$ cat src/rtl/lifi_pkg.sv
`default_nettype none
// ============================================================================
// Module   : lifi_pkg
// Purpose  : Shared constants and FSM state encoding for the Li-Fi RX serializer.
// Revision : 1.0  initial release
// ============================================================================
package lifi_pkg;

    localparam int M     = 8;
    localparam int N     = 16;
    localparam int SYM_W = M / 4;
    localparam int FW    = (N - 1) * SYM_W;
    localparam int CNT_W = $clog2(FW + 1);

    typedef enum logic [1:0] {
        ST_IDLE   = 2'd0,
        ST_SHIFT  = 2'd1,
        ST_PARITY = 2'd2
    } state_t;

endpackage
`default_nettype wire

$ cat src/rtl/frame_fifo2.sv
`default_nettype none
// ============================================================================
// Module   : frame_fifo2
// Purpose  : Two-entry frame FIFO; a push while full is dropped unless a pop
//            happens in the same cycle.
// Revision : 1.0  initial release
// ============================================================================
module frame_fifo2 #(
    parameter int WIDTH = lifi_pkg::FW
) (
    input  logic             clk,
    input  logic             rst,
    input  logic             i_push,
    input  logic [WIDTH-1:0] i_data,
    input  logic             i_pop,
    output logic [WIDTH-1:0] o_data,
    output logic [1:0]       o_count,
    output logic             o_empty,
    output logic             o_drop
);
    import lifi_pkg::*;

    logic [WIDTH-1:0] r_mem [2];
    logic             r_wr_ptr;
    logic             r_rd_ptr;
    logic [1:0]       r_count;

    logic w_full;
    logic w_do_pop;
    logic w_do_push;

    assign w_full    = (r_count == 2'd2);
    assign o_empty   = (r_count == 2'd0);
    assign w_do_pop  = i_pop & ~o_empty;
    // A pop frees the slot in the same cycle, so a full FIFO still accepts.
    assign w_do_push = i_push & (~w_full | w_do_pop);
    assign o_drop    = i_push & w_full & ~w_do_pop;
    assign o_data    = r_mem[r_rd_ptr];
    assign o_count   = r_count;

    always_ff @(posedge clk) begin
        if (rst) begin
            r_mem[0] <= '0;
            r_mem[1] <= '0;
            r_wr_ptr <= 1'b0;
            r_rd_ptr <= 1'b0;
            r_count  <= 2'd0;
        end else begin
            if (w_do_push) begin
                r_mem[r_wr_ptr] <= i_data;
                r_wr_ptr        <= ~r_wr_ptr;
            end
            if (w_do_pop) begin
                r_rd_ptr <= ~r_rd_ptr;
            end
            case ({w_do_push, w_do_pop})
                2'b10:   r_count <= r_count + 2'd1;
                2'b01:   r_count <= r_count - 2'd1;
                default: r_count <= r_count;
            endcase
        end
    end

endmodule
`default_nettype wire

$ cat src/rtl/pam_bit_serializer.sv
`default_nettype none
// ============================================================================
// Module   : pam_bit_serializer
// Purpose  : Buffers demapped PAM frames and streams them out bit-serially.
//            Optional trailing even-parity bit: define SERIAL_PARITY_EN.
// Revision : 1.0  initial release
// ============================================================================
module pam_bit_serializer #(
    parameter int M  = 8,
    parameter int N  = 16,
    parameter int FW = (N - 1) * (M / 4)
) (
    input  logic          clk,
    input  logic          rst,
    input  logic          in_valid,
    input  logic [FW-1:0] in_data,
    output logic          bit_out,
    output logic          bit_valid,
    input  logic          bit_ready,
    output logic          frame_start,
    output logic          frame_end,
    output logic          overflow,
    output logic          busy
);
    import lifi_pkg::*;

    localparam int                 C_SYM_W = M / 4;
    localparam int                 C_NSYM  = FW / C_SYM_W;
    localparam int                 C_CNT_W = $clog2(FW + 1);
    localparam logic [C_CNT_W-1:0] C_LAST  = C_CNT_W'(FW - 1);

    state_t             r_state;
    state_t             w_next;
    logic [FW-1:0]      r_shift;
    logic [C_CNT_W-1:0] r_bit_cnt;
    logic               r_overflow;
    logic               w_pop;
    logic               w_xfer;
    logic [FW-1:0]      w_head;
    logic [FW-1:0]      w_ordered;
    logic [1:0]         w_count;
    logic               w_empty;
    logic               w_drop;
`ifdef SERIAL_PARITY_EN
    logic               r_par;
`endif

    frame_fifo2 #(
        .WIDTH (FW)
    ) u_fifo (
        .clk     (clk),
        .rst     (rst),
        .i_push  (in_valid),
        .i_data  (in_data),
        .i_pop   (w_pop),
        .o_data  (w_head),
        .o_count (w_count),
        .o_empty (w_empty),
        .o_drop  (w_drop)
    );

    // Reorder so the MSB of the shifter is always the next bit on the wire:
    // symbol 0 first, MSB-first within each symbol.
    for (genvar k = 0; k < C_NSYM; k++) begin : g_sym
        for (genvar b = 0; b < C_SYM_W; b++) begin : g_bit
            assign w_ordered[FW-1-(k*C_SYM_W+(C_SYM_W-1-b))] = w_head[k*C_SYM_W+b];
        end
    end

    assign w_xfer = bit_valid & bit_ready;

    always_comb begin
        w_next = r_state;
        w_pop  = 1'b0;
        case (r_state)
            ST_IDLE: begin
                if (!w_empty) begin
                    w_pop  = 1'b1;
                    w_next = ST_SHIFT;
                end
            end
            ST_SHIFT: begin
                if (w_xfer && (r_bit_cnt == C_LAST)) begin
`ifdef SERIAL_PARITY_EN
                    w_next = ST_PARITY;
`else
                    w_pop  = ~w_empty;
                    w_next = w_empty ? ST_IDLE : ST_SHIFT;
`endif
                end
            end
`ifdef SERIAL_PARITY_EN
            ST_PARITY: begin
                if (w_xfer) begin
                    w_pop  = ~w_empty;
                    w_next = w_empty ? ST_IDLE : ST_SHIFT;
                end
            end
`endif
            default: w_next = ST_IDLE;
        endcase
    end

    always_ff @(posedge clk) begin
        if (rst) begin
            r_state    <= ST_IDLE;
            r_shift    <= '0;
            r_bit_cnt  <= '0;
            r_overflow <= 1'b0;
`ifdef SERIAL_PARITY_EN
            r_par      <= 1'b0;
`endif
        end else begin
            r_state    <= w_next;
            r_overflow <= r_overflow | w_drop;
            if (w_pop) begin
                r_shift   <= w_ordered;
                r_bit_cnt <= '0;
`ifdef SERIAL_PARITY_EN
                r_par     <= ^w_head;
`endif
            end else if ((r_state == ST_SHIFT) && w_xfer) begin
                r_shift   <= {r_shift[FW-2:0], 1'b0};
                r_bit_cnt <= r_bit_cnt + 1'b1;
            end
        end
    end

    assign bit_valid   = (r_state != ST_IDLE);
    assign frame_start = (r_state == ST_SHIFT) && (r_bit_cnt == '0);
`ifdef SERIAL_PARITY_EN
    assign bit_out     = (r_state == ST_PARITY) ? r_par : ((r_state == ST_SHIFT) & r_shift[FW-1]);
    assign frame_end   = (r_state == ST_PARITY);
`else
    assign bit_out     = (r_state == ST_SHIFT) & r_shift[FW-1];
    assign frame_end   = (r_state == ST_SHIFT) && (r_bit_cnt == C_LAST);
`endif
    assign overflow    = r_overflow;
    assign busy        = (w_count != 2'd0) || (r_state != ST_IDLE);

endmodule
`default_nettype wire
$ cat config.mk
export PLATFORM = sky130hd
export DESIGN_NAME = pam_bit_serializer
export DESIGN_NICKNAME = d
export VERILOG_FILES = /design/src/rtl/lifi_pkg.sv /design/src/rtl/frame_fifo2.sv /design/src/rtl/pam_bit_serializer.sv
export SDC_FILE = /design/constraint.sdc
export NUM_CORES = 1
export LEC_CHECK = 0
export ABC_CLOCK_PERIOD_IN_PS = 6300
export BUFFER_PORTS_ARGS = -buffer_cell sky130_fd_sc_hd__buf_2
export CORE_UTILIZATION = 60
export CTS_CLUSTER_DIAMETER = 150
export DETAILED_ROUTE_END_ITERATION = 7
export GPL_TIMING_DRIVEN = 0
export PLACE_DENSITY_LB_ADDON = 0.3
export SYNTH_ARGS = -nofsm -noshare
export SYNTH_HDL_FRONTEND = slang
export SYNTH_HIERARCHICAL = 1
export SYNTH_SLANG_ARGS = --single-unit
$ cat constraint.sdc
create_clock -name clk -period 6.3 [get_ports clk]
set_input_delay 1.89 -clock clk [delete_from_list [all_inputs] [get_ports clk]]
set_output_delay 1.89 -clock clk [all_outputs]
set_load 0.1 [all_outputs]
==> out/metrics.cfg, run 1 <==
[run_status]
status=finished, final reports clean

[route]
postRouteAntennaNets=0
wire_per_inst_um=15.9
wl_um=9370
drt_iter0_markers=146
vias=3262
vias_per_cell=5.54
drc_errors=0
dr.pass1.iters=4

[pwr]
p_leak_nw=2.17
p_int_mw=1.34
fin_total_pwr_mw=2.06
switchingPower_mw=0.718
pwr_density_cell_nw_per_um2=368
p_clk_frac=0.200
seqPwrFrac=0.433
pwr-share-comb=0.367
sw_frac_of_total=0.349
max-vdd-ir-drop_uv=167

[synth]
synth_compound_area_frac=0.104
yosysMostFrequentCell=edfxtp_1
yosysTopAreaCell=edfxtp_1
synth.cell_area_um2=5060
synth_top_family_by_area=simple AND/OR/NAND/NOR gates
synth.avg_cell_area_um2=11.7
ys_seq_area_frac=0.522
syn_inst=431
yosysWarnings=6
yosys.area_share.simple=0.186
post_synth_num_cell_types=37
synth_edf_count=60
synth-seq-cells=102
synthXorXnorAreaFrac=0.00866
yosys.area.top_type_share=0.356
synth_fp_nets=469
synthAdderAreaFrac=0.00989
muxShareOfSynthArea=0.135
synthArstFlopShare=0
synth_area_leaders=edfxtp_1 36%, dfxtp_1 17%, mux2_2 13%
synth_commonest_cells=60 x edfxtp_1, 59 x mux2_2, 58 x and2_1
ys.flop_type=edfxtp_1

[placement]
dp_hpwl_um=6440
place_area_um2=5390
place_congestion=0.773
portBuffers=37

[final_layout]
syn_to_final_growth_pct=10.4
final_nets=517
multi_input_area_um2=2250
seq_area_um2=2640
fin_area_um2=5580
fillers=629
drive_gt1_frac=0.349
antenna_cells=0
final_util=0.683

[global_routing]
grt_pass1_wl_um=15600
overflow=0
met2_usage=0.392
grt_use_total=0.236
top_usage_layer=met2
use_met1=0.302
grt_pass1_vias=3231
grt_use_met3=0.0461
grt_max_degree=31
antenna_found_initial=0

[worst_hold_path]
hp-start=overflow$_SDFF_PP0_
min_path_type=reg -> reg
holdPathStages=2
whs_endpoint=overflow$_SDFF_PP0_

[sta]
fin_setup_tns_ns=0
hold_ws_ns=0.477
slew_violations=0
worst_pin_slew_ns=0.957
setup_viol=0
min_period_ns=4.19
relSlewSlack=0.361
rsz0062_at_grt=no
hold_viol_final=0
fin_worst_skew_ns=0.00831
period_share=0.665
max_freq_mhz=239

[clocking]
clock_latency_ns=0.38
numCtsBuffers=9
htreeDepth=3
post_cts_buffers=0
post_cts_resized=0
root_buffer=clkbuf_8
clkSlewWorstSetupHoldPaths_ns=0.10
cts.sinks=102
cts_tree=built
cts_hold_buffers=0
ctsLongestPathBuffers=2

[floorplanning]
initial_core_util=0.619
dieArea_um2=8800
core_region_area_um2=8180
die_h_um=93.8
rows=33
die_w_um=93.8
ios=40

[worst_setup_path]
rr_endpoint=u_fifo/r_mem[1][25]$_SDFFCE_PN0P_
critPathRequiredTime_ns=6.32
crit_fanout=30
critical_path_class=in -> reg
ff2ff_setup_slack_ns=3.27
regToRegStartpoint=r_bit_cnt[1]$_SDFFE_PP0P_
crit_arrival_ns=4.21
cp-start-kind=primary input
rr_worst_depth=8
crit_path_end_kind=register

[flow_run]
drv_cap=0

power groups by stage:
stage          logic [mW]  clock network, mW  registers, mW
2_1_floorplan       0.588                  0          0.915
3_3_place_gp        0.734                  0          0.898
3_5_place_dp        0.750                  0          0.905
4_1_cts             0.756              0.418          0.890
5_1_grt             0.808              0.443          0.905
6_report            0.755              0.411          0.890
area by class of cell:
type,count,share of cell area
flip-flops and latches,102,0.473
well taps,105,0.0235
clock buffers,10,0.0246
inverters,2,0.00134
repair buffers,37,0.0332
clock inverters,6,0.0108
plain buffers,34,0.0298
multi-input cells,293,0.404
worst max-delay path, cell delays in order:
cell and delay (ns):
buf_2 0.16, nand3_2 0.14, o31ai_4 0.57, buf_6 0.25, nor3b_2 0.10, nor4bb_4 0.37, or2_2 0.69
kinds of logic after synthesis:
family,after synthesis
AOI/OAI and AO/OA,70
xor gates and xnor gates,5
adders and majority gates,4
buffers and inverters,36
DFF,102
muxes,61
and+or+nand+nor,153
placed cells by master (no fill, tap or decap), types with 3 or more instances in the layout:
master	netlist	routed
o21ai_0	4	4
mux2_2	59	59
nand2_1	4	4
dfxtp_1	42	42
ha_1	4	4
clkbuf_8	0	10
buf_2	7	44
buf_1	6	6
nor2_1	8	8
clkbuf_2	6	6
xnor2_1	3	3
nand3_1	32	32
buf_6	3	3
edfxtp_1	60	60
or3_1	4	4
a21oi_1	31	31
nor2b_1	30	30
inv_8	0	3
and2_2	4	4
and2_1	58	58
a21bo_2	29	29
nor3_1	3	3
clkbuf_1	12	12
worst max-delay path by stage:
stage	from	to	cells after the start
after detailed placement	bit_ready	u_fifo/r_mem[1][17]$_SDFFCE_PN0P_	7
after CTS	bit_ready	u_fifo/r_mem[1][22]$_SDFFCE_PN0P_	7
after global placement	bit_ready	u_fifo/r_mem[0][14]$_SDFFCE_PN0P_	7
after floorplan	bit_ready	u_fifo/r_mem[0][0]$_SDFFCE_PN0P_	7
after global routing	bit_ready	u_fifo/r_mem[1][23]$_SDFFCE_PN0P_	7
final	bit_ready	u_fifo/r_mem[1][25]$_SDFFCE_PN0P_	7
layer usage:
layer	part of all wire	vias up
li1	-	1615
met1	0.45	1556
met2	0.50	72
met3	0.035	19
met4	0.021	0
met5	0	-
through the flow:
step	instances	worst slack, ns
finish	589	2.11
global route	589	1.93
CTS	589	2.08
detailed placement	573	1.68
global placement	573	0.310
floorplan	431	1.38
flip-flops by register name, indices dropped and copies added, names as in the netlist, named ones only:
name	count
r_bit_cnt	5
u_fifo/r_rd_ptr	1
u_fifo/o_count	2
u_fifo/r_wr_ptr	1
u_fifo/r_mem	60
overflow	1
r_state	1
r_shift	30
Power figures use the tool's default switching activity.
==> run 2, diff against run 1 <==
--- a/config.mk
+++ b/config.mk
@@ -5,9 +5,9 @@
 export SDC_FILE = /design/constraint.sdc
 export NUM_CORES = 1
 export LEC_CHECK = 0
-export ABC_CLOCK_PERIOD_IN_PS = 6300
+export ABC_CLOCK_PERIOD_IN_PS = 3550
 export BUFFER_PORTS_ARGS = -buffer_cell sky130_fd_sc_hd__buf_2
-export CORE_UTILIZATION = 60
+export CORE_UTILIZATION = 54
 export CTS_CLUSTER_DIAMETER = 150
 export DETAILED_ROUTE_END_ITERATION = 7
 export GPL_TIMING_DRIVEN = 0
==> constraint.sdc (replaced) <==
create_clock -name clk -period 3.55 [get_ports clk]
set_input_delay 1.065 -clock clk [delete_from_list [all_inputs] [get_ports clk]]
set_output_delay 1.065 -clock clk [all_outputs]
set_load 0.1 [all_outputs]
==> run 2 against run 1 <==
Compared with the run above: final area up 0.54%; sequential share of layout area is 0.25 points lower; via count is 0.15% lower; routed wire length decreased by 0.88%; critical path depth unchanged; critical path type unchanged; largest power group unchanged; largest cell class unchanged; global-route usage down 2.8 points; sequential power rose by 78%; flip-flop and latch count unchanged.
==> out/metrics.cfg, run 2 (same netlist as run 1, synthesis figures left out) <==
[route]
drt_iter0_markers=75  ; -49%
postRouteAntennaNets=0  ; unchanged
wl_um=9290  ; -0.88%
dr.pass1.iters=4  ; unchanged
drc_errors=0  ; unchanged
vias=3257  ; -0.15%
vias_per_cell=5.50  ; -0.66%
wire_per_inst_um=15.7  ; -1.4%

[worst_setup_path]
critPathBufInv=2  ; unchanged
rr_worst_depth=8  ; unchanged
ff2ff_setup_slack_ns=0.52  ; -2.75 ns
crit_path_end_kind=register
worstPathCellList=buf_2 -> nand3_2 -> o31ai_4 -> buf_6 -> nor3b_2 -> nor4bb_4 -> or2_2
crit_fanout=30  ; unchanged
critPathRequiredTime_ns=3.55  ; -2.77 ns
rr_endpoint=u_fifo/r_mem[1][12]$_SDFFCE_PN0P_
regToRegStartpoint=r_bit_cnt[1]$_SDFFE_PP0P_
crit_slowest_cell=or2_2
cp-start-kind=primary input
critPathMaxStageDelay_ns=0.73  ; +0.04 ns
crit_arrival_ns=3.38  ; -0.83 ns
critical_path_class=in -> reg
cp_top_family=simple AND/OR/NAND/NOR gates

[clocking]
post_cts_resized=0  ; unchanged
numCtsBuffers=9  ; unchanged
clock_latency_ns=0.37  ; about the same
cts.sinks=102  ; unchanged
cts_hold_buffers=0  ; unchanged
htreeDepth=3  ; unchanged
root_buffer=clkbuf_8
clkSlewWorstSetupHoldPaths_ns=0.10  ; about the same
ctsLongestPathBuffers=2  ; unchanged
post_cts_buffers=0  ; unchanged
cts_tree=built

[floorplanning]
core_region_area_um2=8890  ; +8.8%
initial_core_util=0.569  ; -0.0498
die_h_um=98.8  ; +5.3%
ios=40  ; unchanged
dieArea_um2=9760  ; +11%
rows=34  ; +3.0%
die_w_um=98.8  ; +5.3%

[final_layout]
drive_gt1_frac=0.351  ; +0.00207
layout_common_cells=60 x edfxtp_1, 59 x mux2_2, 58 x and2_1
antenna_cells=0  ; unchanged
final_common_cell=edfxtp_1
final_nets=517  ; unchanged
fin_area_um2=5610  ; +0.54%
fillers=724  ; +15%
top_register=u_fifo/r_mem
largest_registers=u_fifo/r_mem: 60 flops, r_shift: 30 flops, r_bit_cnt: 5 flops
fin_cells=592  ; +0.51%
syn_to_final_growth_pct=11.0
largest_reg_flops=60  ; unchanged

[flow_run]
drv_cap=0  ; unchanged

[global_routing]
grt_pass1_vias=3295  ; +2.0%
grt_pass1_wl_um=15600  ; +0.27%
overflow=0  ; unchanged
antenna_found_initial=0  ; unchanged
grt_max_degree=31  ; unchanged
grt_use_total=0.207  ; -0.0283

[sta]
hold_viol_final=0  ; unchanged
min_period_ns=3.38
slew_violations=0  ; unchanged
rsz0062_at_grt=no
setup_viol=0  ; unchanged
fin_worst_skew_ns=0.00824  ; -0.0000619 ns
worst_pin_slew_ns=0.951  ; -0.00591 ns
relSlewSlack=0.365  ; +0.00395
max_freq_mhz=296
period_share=0.952

[placement]
dp.cells=576  ; +0.52%
portBuffers=37  ; unchanged
place_congestion=0.779  ; +0.84%
place_area_um2=5390  ; +0.12%
dp_hpwl_um=6550  ; +1.6%

[worst_hold_path]
min_path_type=reg -> reg
whs_endpoint=overflow$_SDFF_PP0_
hp-start=overflow$_SDFF_PP0_
holdPathStages=2  ; unchanged

[run_status]
status=finished, final reports clean

[pwr]
pwr_density_cell_nw_per_um2=661  ; +79%
p_leak_nw=2.17  ; +0.14%
max-vdd-ir-drop_uv=366  ; +120%

[run 2: how the worst max path moves through the flow]
stage,endpoint,startpoint,cells after the start
2_1_floorplan,frame_end,r_state[0]$_SDFFE_PP0P_,4
3_3_place_gp,u_fifo/r_mem[0][16]$_SDFFCE_PN0P_,bit_ready,7
3_5_place_dp,u_fifo/r_mem[1][15]$_SDFFCE_PN0P_,bit_ready,7
4_1_cts,u_fifo/r_mem[1][26]$_SDFFCE_PN0P_,bit_ready,7
5_1_grt,u_fifo/r_mem[1][11]$_SDFFCE_PN0P_,bit_ready,7
6_report,u_fifo/r_mem[1][12]$_SDFFCE_PN0P_,bit_ready,7
[run 2: final cells by class]
class                           count  area [um^2]  area share
Sequential cell                   102         2640       0.471
Multi-Input combinational cell    293         2260       0.402
Timing Repair Buffer               37          185      0.0330
Buffer                             34          166      0.0296
Tap cell                          108          135      0.0241
Clock buffer                        9          124      0.0221
Clock inverter                      7         97.6      0.0174
Inverter                            2         7.51     0.00134
[run 2: power breakdown]
group	internal, mW	switching (mW)
combinational	0.600	0.730
sequential	1.48	0.0952
clock	0.399	0.404
total	2.48	1.23
[run 2: layer usage]
metal / routed length (um) / track usage / vias up / share of wire
met5: 0 / 0 / - / 0
met4: 102 / 0.0586 / 0 / 0.011
met3: 275 / 0.0404 / 10 / 0.030
met2: 4780 / 0.365 / 49 / 0.51
met1: 4130 / 0.259 / 1584 / 0.44
li1: - / - / 1614 / -
[run 2: worst reg2reg max path: cells and delay by family, from the launching register on]
kind                       cells  cell delay (ns)
DFF                            1             0.35
adders and majority gates      1             0.16
buffers and inverters          2             0.32
and+or+nand+nor                4             1.31
AOI/OAI and AO/OA              1             0.51
[run 2: per-stage QoR]
step | hold WS, ns | power (mW) | setup TNS (ns) | setup WS (ns) | util
floorplan | 0.463 | 2.67 | 0 | 0.0287 | -
global placement | 0.445 | 2.90 | -23.12 | -0.604 | 0.606
detailed placement | 0.468 | 2.94 | -10.48 | -0.206 | 0.607
CTS | 0.482 | 3.74 | 0 | 0.175 | 0.631
global route | 0.524 | 3.90 | 0 | 0.0139 | 0.631
finish | 0.477 | 3.71 | 0 | 0.169 | 0.631
